### config.mk
export PLATFORM = sky130hd
export DESIGN_NAME = rom_port_arbiter
export DESIGN_NICKNAME = d
export VERILOG_FILES = /design/src/rtl/rom_port_arbiter.sv
export SDC_FILE = /design/constraint.sdc
export NUM_CORES = 1
export LEC_CHECK = 0
export CORE_ASPECT_RATIO = 0.9
export CORE_MARGIN = 2
export CORE_UTILIZATION = 40
export DETAILED_ROUTE_END_ITERATION = 10
export DONT_BUFFER_PORTS = 1
export PLACE_DENSITY = 0.52
export SYNTH_ARGS = -nofsm -noshare
export SYNTH_HDL_FRONTEND = slang
export SYNTH_SLANG_ARGS = --single-unit
export TNS_END_PERCENT = 100
### constraint.sdc
create_clock -name clk -period 3.4 [get_ports clk]
set_input_delay 0.51 -clock clk [delete_from_list [all_inputs] [get_ports clk]]
set_output_delay 0.51 -clock clk [all_outputs]
set_load 0.01 [all_outputs]
### src/rtl/rom_port_arbiter.sv
// Arbitrates the shared instruction ROM between fetch (F) and data-side reads (D), with a 1-cycle registered response.
// Optional grant/conflict statistics counters are enabled with `define ROM_ARB_STATS_EN.
module rom_port_arbiter #(
    parameter int unsigned ADDR_W     = 32,
    parameter int unsigned WORD_SHIFT = 2,
    parameter int unsigned ROM_WORDS  = 32,
    parameter int unsigned MAX_WAIT   = 3
) (
    input  logic              clk,
    input  logic              reset,
    input  logic              f_req,
    input  logic [ADDR_W-1:0] f_addr,
    output logic              f_gnt,
    output logic              f_rvalid,
    input  logic              d_req,
    input  logic [ADDR_W-1:0] d_addr,
    output logic              d_gnt,
    output logic              d_rvalid,
    output logic [31:0]       rdata,
    output logic              addr_err,
    output logic [31:0]       rom_addr,
    input  logic [31:0]       rom_data
`ifdef ROM_ARB_STATS_EN
    ,
    output logic [15:0]       stat_f_grants,
    output logic [15:0]       stat_d_grants,
    output logic [15:0]       stat_conflicts
`endif
);

    localparam int unsigned IDX_W = ADDR_W - WORD_SHIFT;
    localparam int unsigned CNT_W = (MAX_WAIT > 0) ? $clog2(MAX_WAIT + 1) : 1;
    localparam logic [CNT_W-1:0] STARVE_MAX = CNT_W'(MAX_WAIT);
    localparam logic [IDX_W-1:0] IDX_LIMIT  = IDX_W'(ROM_WORDS);

    typedef enum logic [1:0] {
        S_IDLE,
        S_FETCH,
        S_DATA
    } state_t;

    state_t            state;
    state_t            state_nxt;
    logic [CNT_W-1:0]  starve_cnt;
    logic [CNT_W-1:0]  starve_nxt;
    logic [ADDR_W-1:0] sel_addr;
    logic [IDX_W-1:0]  sel_idx;
    logic              unused_low_bits;

    // Arbitration, next owner and starvation count
    always_comb begin
        f_gnt      = 1'b0;
        d_gnt      = 1'b0;
        state_nxt  = S_IDLE;
        starve_nxt = '0;
        if (f_req && (!d_req || starve_cnt == STARVE_MAX)) begin
            f_gnt     = 1'b1;
            state_nxt = S_FETCH;
        end else if (d_req) begin
            d_gnt     = 1'b1;
            state_nxt = S_DATA;
        end
        if (f_req && !f_gnt) begin
            starve_nxt = (starve_cnt == STARVE_MAX) ? starve_cnt : starve_cnt + 1'b1;
        end
    end

    // F address is presented whenever D does not own the ROM, including idle cycles
    always_comb begin
        sel_addr        = d_gnt ? d_addr : f_addr;
        sel_idx         = sel_addr[ADDR_W-1:WORD_SHIFT];
        rom_addr        = 32'(sel_idx);
        unused_low_bits = ^sel_addr[WORD_SHIFT-1:0];
    end

    always_ff @(posedge clk or posedge reset) begin
        if (reset) begin
            state      <= S_IDLE;
            starve_cnt <= '0;
            rdata      <= '0;
            addr_err   <= 1'b0;
        end else begin
            state      <= state_nxt;
            starve_cnt <= starve_nxt;
            if (f_gnt || d_gnt) begin
                rdata    <= rom_data;
                addr_err <= (sel_idx >= IDX_LIMIT);
            end
        end
    end

    // The registered owner of the previous cycle is exactly the response-valid indication
    assign f_rvalid = (state == S_FETCH);
    assign d_rvalid = (state == S_DATA);

`ifdef ROM_ARB_STATS_EN
    always_ff @(posedge clk or posedge reset) begin
        if (reset) begin
            stat_f_grants  <= '0;
            stat_d_grants  <= '0;
            stat_conflicts <= '0;
        end else begin
            if (f_gnt && stat_f_grants != '1) begin
                stat_f_grants <= stat_f_grants + 16'd1;
            end
            if (d_gnt && stat_d_grants != '1) begin
                stat_d_grants <= stat_d_grants + 16'd1;
            end
            if (f_req && d_req && stat_conflicts != '1) begin
                stat_conflicts <= stat_conflicts + 16'd1;
            end
        end
    end
`endif

endmodule

Yosys cells after proc, flatten, opt, wreduce, memory -nomap -nowiden
Cells that the tools add are included.

cells by class
  add/sub/neg operators = 1
  order comparisons = 1
  equal/unequal tests = 4
  mux-type cells = 8
  reductions and logical operators = 6

operators with widths
  cell                                                   number
  2-to-1 mux 32 bit                                      1
  >= comparator 30 x 6 -> 1 bit (second input constant)  1
  2-to-1 mux 2 bit                                       4
  == test 2 bit (second input constant)                  2
  2-to-1 mux 1 bit                                       3
  adder 2 x 1 -> 2 bit (second input constant)           1
  == test 2 x 1 -> 1 bit (second input constant)         1
  logical AND 1 bit                                      2
  logical NOT 1 bit                                      2
  logical OR 1 bit                                       2
  != test 2 bit (second input constant)                  1

storage, ports and cells
  flip-flop bits (word level) = 37
  bits of input ports = 100
  output and inout bits = 69
  word-level logic and storage cells = 24

Longest topological paths before layout
Gate-level depths: netlist (run 1).

  depth in word-level cells = 7
  mapped depth = 5
  mapped depth without buffers = 5

Worst setup path after synthesis (run 1)
OpenSTA, ideal clock, no wires.

  path type = reg-to-output
  start = reg starve_cnt[0]
  end = out rom_addr[10]
  arrival = 1.402 ns
  data required time = 2.890 ns
  setup slack = 1.488 ns
  cell stages (with the launch flop) = 5
  path buffers = 1
  cell sequence = dfrtp_1 ha_1 a21boi_2 buf_6 mux2_2

on the way
  longest elaborated chain between the ends = 5

ends and longest elaborated chain
  element                   RTL line  RTL
  start: declaration        44        logic [CNT_W-1:0] starve_cnt;
  start signal: assignment  84        starve_cnt <= starve_nxt;
  == test 2 bit             56        if (f_req && (!d_req || starve_cnt == STARVE_MAX)) begin
  logical OR 1 bit          56
  logical AND 1 bit         56
  2-to-1 mux 1 bit          56
  named net d_gnt           17        output logic d_gnt,
  2-to-1 mux 32 bit         70        sel_addr = d_gnt ? d_addr : f_addr;
  end: declaration          21        output logic [31:0] rom_addr,

The timed path passes the listed nets, and every way through them passes these cells.

Final worst setup path (run 1)
  start = reg starve_cnt[0]
  end = out rom_addr[24]

The elaborated chain is that of the path after synthesis.

==> results of run 1 <==
power by group through the flow:
stage,Combinational [mW],Clock [mW],Sequential (mW)
finish,0.126,0.318,0.515
global route,0.138,0.361,0.520
CTS,0.129,0.333,0.516
detailed placement,0.129,0,0.523
global placement,0.125,0,0.523
floorplan,0.119,0,0.515
through the flow:
stage,hold slack [ns],area [sq um]
final,0.116,2030
after CTS,0.126,2030
after detailed placement,0.424,1920
after global placement,0.417,1920
after floorplan,0.406,1900
after global routing,0.140,2030
critical path: cells and delay by family, from the launching register on:
family,cells,cell delay [ns]
AO/OA/AOI/OAI,1,0.80
flip-flops,1,0.39
multiplexers,1,0.46
adder cells (fa/ha/maj),1,0.24
cell usage in the layout (no fill, tap or decap):
| cell | count |
|---|---|
| nand2_1 | 2 |
| o22ai_1 | 1 |
| nand4_1 | 3 |
| clkbuf_8 | 7 |
| nor4_1 | 10 |
| buf_4 | 1 |
| o21ai_0 | 1 |
| nor2_4 | 1 |
| ha_1 | 1 |
| inv_1 | 1 |
| nor2_1 | 3 |
| dfrtp_1 | 37 |
| clkinv_2 | 1 |
| conb_1 | 2 |
| nand4b_1 | 1 |
| nor2b_1 | 4 |
| a21boi_4 | 1 |
| mux2_2 | 62 |
| and3_1 | 1 |
| nor3_1 | 2 |
synth_stat cells (2+ instances only):
cell type   n
buf_6       3
nand2_1     2
nor3_1      2
dfrtp_1    37
buf_4       5
nor4_1     10
mux2_2     62
nand4_1     3
nor2_1      3
nor2b_1     4
per-layer routing:
metal / GRT usage / wire (microns) / vias to the layer above
met5: 0 / 0 / -
met2: 0.247 / 2080 / 79
li1: - / - / 517
met4: 0.0424 / 8 / 0
met3: 0.0846 / 433 / 2
met1: 0.170 / 1520 / 570
cell type report:
type / instances / area share
flip-flops and latches: 37 / 0.457
clock buffers: 7 / 0.0476
repair buffers: 1 / 0.00371
multi-input cells: 95 / 0.449
inverters: 1 / 0.00185
well taps: 62 / 0.0383
clock inverters: 1 / 0.00247
state kept, by name, summed over array words and instances, names as in the netlist:
name and count:
addr_err 1, rdata 32, state 2, starve_cnt 2
logic make-up (layout without fill, tap and decap cells):
logic type | count (synthesis) | in the layout | synth area share
and+or+nand+nor | 27 | 27 | 0.0826
buffers and inverters | 9 | 10 | 0.0396
adders and majority gates | 1 | 1 | 0.00660
AOI/OAI and AO/OA | 3 | 3 | 0.0119
muxes | 62 | 62 | 0.369
DFF | 37 | 37 | 0.489
other | 1 | 2 | 0.00198
final timing paths:
path	startpoint	to	slack [ns]	depth (start not counted)
worst max-delay path	starve_cnt[0]	rom_addr[24]	0.71	3
worst min-delay path	reset	rdata[22]	0.12	1
worst max register to register	starve_cnt[0]	addr_err	1.35	5
worst min register to register	starve_cnt[0]	starve_cnt[0]	0.44	1
max in group asynchronous	reset	rdata[18]	2.61	2
min in group clk	f_req	starve_cnt[0]	0.34	2
==> results.toml, run 1 <==
[final_layout]
syn_to_final_growth_pct = 6.94
layout.area.seq_sq_um = 926
utilization = 0.448
nets = 242
multiInputGateArea_sq_um = 910
fillers = 419
drive_gt1_frac = 0.514
antennaDiodeCount = 0
fin_cells = 204

[clocking]
cts_tree = "yes"
clkLatencyLatePin_ns = 0.27
clk_path_buf_depth = 2
postCtsSetupBuffers = 0
cts_buffers = 5
clk_pin_slew_ns = 0.07
cts_max_level = 2
cts_hold_buf = 0
cts_sinks = 37
ctsRootBufferMaster = "clkbuf_8"
post_cts_resized = 0

[placed_design]
post-place-ws_ns = 1.01
placed_cells = 196
dp_hpwl_microns = 3240
place_congestion = 0.829
io_buffers = 0

[min_path]
min_path_type = "in2async"

[synthesis]
synth-seq-cells = 37
syn-instance-count = 140
synth_area_sq_um = 1890
ys_seq_area_frac = 0.489
async_flop_share = 1.00
avgSynthCellArea_sq_um = 13.5
synth.distinct_cells = 19
synth-edff-count = 0
synth_area_leaders = "dfrtp_1, mux2_2, nor4_1, buf_4, buf_6"
synth_area_leader_cell = "dfrtp_1"
synth_top_cell_area_share = 0.489
yosysWarnings = 0
synth_flop_cell = "dfrtp_1"

[detailed_routing]
vias = 1168
wl_microns = 4040
drc_errors = 0
via_per_inst = 5.73
wl_per_cell_microns = 19.8
final_antenna_net_count = 0
drt_iter0_markers = 29
first_pass_iters = 4

[power]
p_comb_frac = 0.131
peakVddDrop_uv = 226
power_density_nw_per_um2 = 473
p_leak_nw = 0.799
seq_power_share = 0.537
switching_share = 0.247
clkPwrFrac = 0.332
power.switching_uw = 237
internal_power_uw = 722
total_power_uw = 959

[timing]
setup_ws_ns = 0.709
setup-tns-final_ns = 0
layout_min_cycle_time_ns = 2.69
rsz0062_at_grt = "false"
worst_pin_slew_ns = 1.03
min_period_over_period = 0.792
max_slew_margin = 0.312
final-setup-viol-count = 0
fmaxAchievable_mhz = 372
slew_violations = 0
finalHoldViolations = 0
finalClockSkew_ns = 0.000147

[grt]
grt_overflow_total = 0
grt_usage = 0.151
grt_pass1_vias = 1313
grt_max_degree = 35
antenna_found_initial = 0
grt_pass1_wl_microns = 6380

[die]
start_util = 0.419
die_x_microns = 76.5
boundaryPins = 169
die_area_sq_um = 5300
rows = 23
die_h_microns = 69.3
coreArea_sq_um = 4520

[critical_path]
arrival_ns = 2.18
slowest_delay_ns = 0.80
critical_path_class = "reg2out"
cp-start-kind = "flop"
required_ns = 2.89
end_kind = "output port"
path_cells = "ha_1 > a21boi_4 > mux2_2"
critical_path.slowest_cell = "a21boi_4"
cp_max_fo = 34

[run]
drv_cap = 0

[status]
status = "complete, no violations"
No activity file was read; power rests on OpenSTA's default activity.
==> run 2: changes to the inputs <==
- clock period: 3.4 -> 2.5 ns (I/O delays scaled with it)
==> run 2 against run 1 <==
  * Die area unchanged
  * Count of clock-buffer cells in the layout decreased by 1
  * Sequential power up 36%
  * Worst hold slack improved by 0.053 ns
  * Clock skew barely moved
  * Total power up 31%
  * Cell count up 1.5%
  * Wire length decreased by 2.1%
  * Via count shrank 0.51%
  * Register-to-register slack got worse by 0.56 ns
  * Worst setup slack got worse by 0.47 ns
  * Core utilization is 0.14 points higher
  * Critical endpoint unchanged
  * Largest cell class unchanged
  * Highest routed layer unchanged
==> results.toml, run 2 (synthesis results as in run 1) <==
[status]
status = "complete, no violations"

[placed_design]
io_buffers = 0
placed_cells = 198
post-place-ws_ns = 0.555
place_congestion = 0.831
placed_area_sq_um = 1940
dp_hpwl_microns = 3250

[timing]
fmaxAchievable_mhz = 443
slew_violations = 0
setup_ws_ns = 0.240
min_period_over_period = 0.904
layout_min_cycle_time_ns = 2.26
setup-tns-final_ns = 0
rsz0062_at_grt = "false"
final-setup-viol-count = 0
finalClockSkew_ns = 0.000181
whs_ns = 0.170
finalHoldViolations = 0

[die]
boundaryPins = 169
coreArea_sq_um = 4520
start_util = 0.419
die_x_microns = 76.5
die_area_sq_um = 5300
rows = 23
die_h_microns = 69.3

[final_layout]
largest-register = "rdata"
reg_top3 = "rdata: 32 flops, starve_cnt: 2 flops, state: 2 flops"
stdcell_area_sq_um = 2030
antennaDiodeCount = 0
drive_gt1_frac = 0.510
largest_register_ffs = 32
syn_to_final_growth_pct = 7.27
fin_cells = 207
nets = 245
utilization = 0.450
mostFrequentLayoutCell = "mux2_2"
final_cell_mix = "mux2_2, dfrtp_1, nor4_1"

[detailed_routing]
final_antenna_net_count = 0
drt_iter0_markers = 31
vias = 1162
drc_errors = 0
wl_per_cell_microns = 19.1
first_pass_iters = 3
via_per_inst = 5.61
wl_microns = 3960

[clocking]
cts_sinks = 37
ctsRootBufferMaster = "clkbuf_8"
cts_max_level = 2
clkLatencyLatePin_ns = 0.27
clk_pin_slew_ns = 0.06
cts_tree = "yes"
clk_path_buf_depth = 2
cts_buffers = 5
post_cts_resized = 0

[grt]
antenna_found_initial = 0
gr-usage-met2 = 0.232
grtUsageMet3 = 0.0716
grt_max_degree = 34
grt_usage = 0.141
grt_overflow_total = 0
grt_pass1_wl_microns = 5940
grt_pass1_vias = 1265
grt.busiest_layer = "met2"
grt_use_met1 = 0.163

[min_path]
hold_path_depth = 1
min_path_type = "in2reg"

[critical_path]
path_cells = "ha_1 > a21boi_4 > buf_4 > mux2_2"
critPathTopFamily = "multiplexers"
critical_path.slowest_cell = "mux2_2"
cp.depth = 4
path_buf_inv = 1
critical_path_class = "reg2out"
slowest_delay_ns = 0.43
required_ns = 2.12
end_kind = "output port"
reg2reg_depth = 6
cp_max_fo = 33
arrival_ns = 1.88
cp-start-kind = "flop"

[power]
total_power_mw = 1.26
p_leak_nw = 0.804
power_density_nw_per_um2 = 618
peakVddDrop_uv = 290

[run]
drv_cap = 0
-- run 2: cell types whose count changed in the layout (fill, tap and decap cells not counted) --
| cell | change |
|---|---|
| buf_4 | +2 |
| clkinv_2 | +1 |
| clkbuf_1 | +1 |
| clkbuf_8 | -2 |
| dlygate4sd3_1 | +1 |
-- run 2: power by group --
part | internal, mW | switching [mW]
combinational | 0.0894 | 0.0847
sequential | 0.647 | 0.0530
clock | 0.193 | 0.189
-- run 2: routing by layer --
metal / vias to the layer above / wire length (microns)
met2: 74 / 2010
li1: 520 / -
met1: 566 / 1550
met3: 2 / 398
met5: - / 0
met4: 0 / 8
-- run 2: area by class of cell --
cell class,count,area (sq um)
fill,431,2490
multi-input combinational,95,910
clock inverter,2,10.0
tap,62,77.6
clock buffer,6,72.6
inverter,1,3.75
timing repair buffer,4,32.5
sequential,37,926
-- run 2: final timing paths --
| path | slack [ns] | from | end |
|---|---|---|---|
| max in group asynchronous | 1.29 | reset | rdata[18] |
| max reg2reg | 0.79 | starve_cnt[0] | addr_err |
| min reg2reg | 0.44 | starve_cnt[0] | starve_cnt[0] |
| min | 0.17 | f_req | state[1] |
| min in group asynchronous | 0.53 | reset | rdata[9] |
| max | 0.24 | starve_cnt[0] | rom_addr[24] |
-- run 2: timing repair --
action | in CTS | in global routing
hold buffers | 1 | 0
setup buffers | 0 | 0
hold endpoints to repair | 11 | 0
endpoints found under the setup margin | 0 | 0
==> run 3: changes to the inputs <==
- CTS_CLUSTER_DIAMETER: unset -> 60
- SLEW_MARGIN: unset -> 10
==> results of run 3 <==
Same layout as run 2: the final DEF is identical, and so are final timing and power.
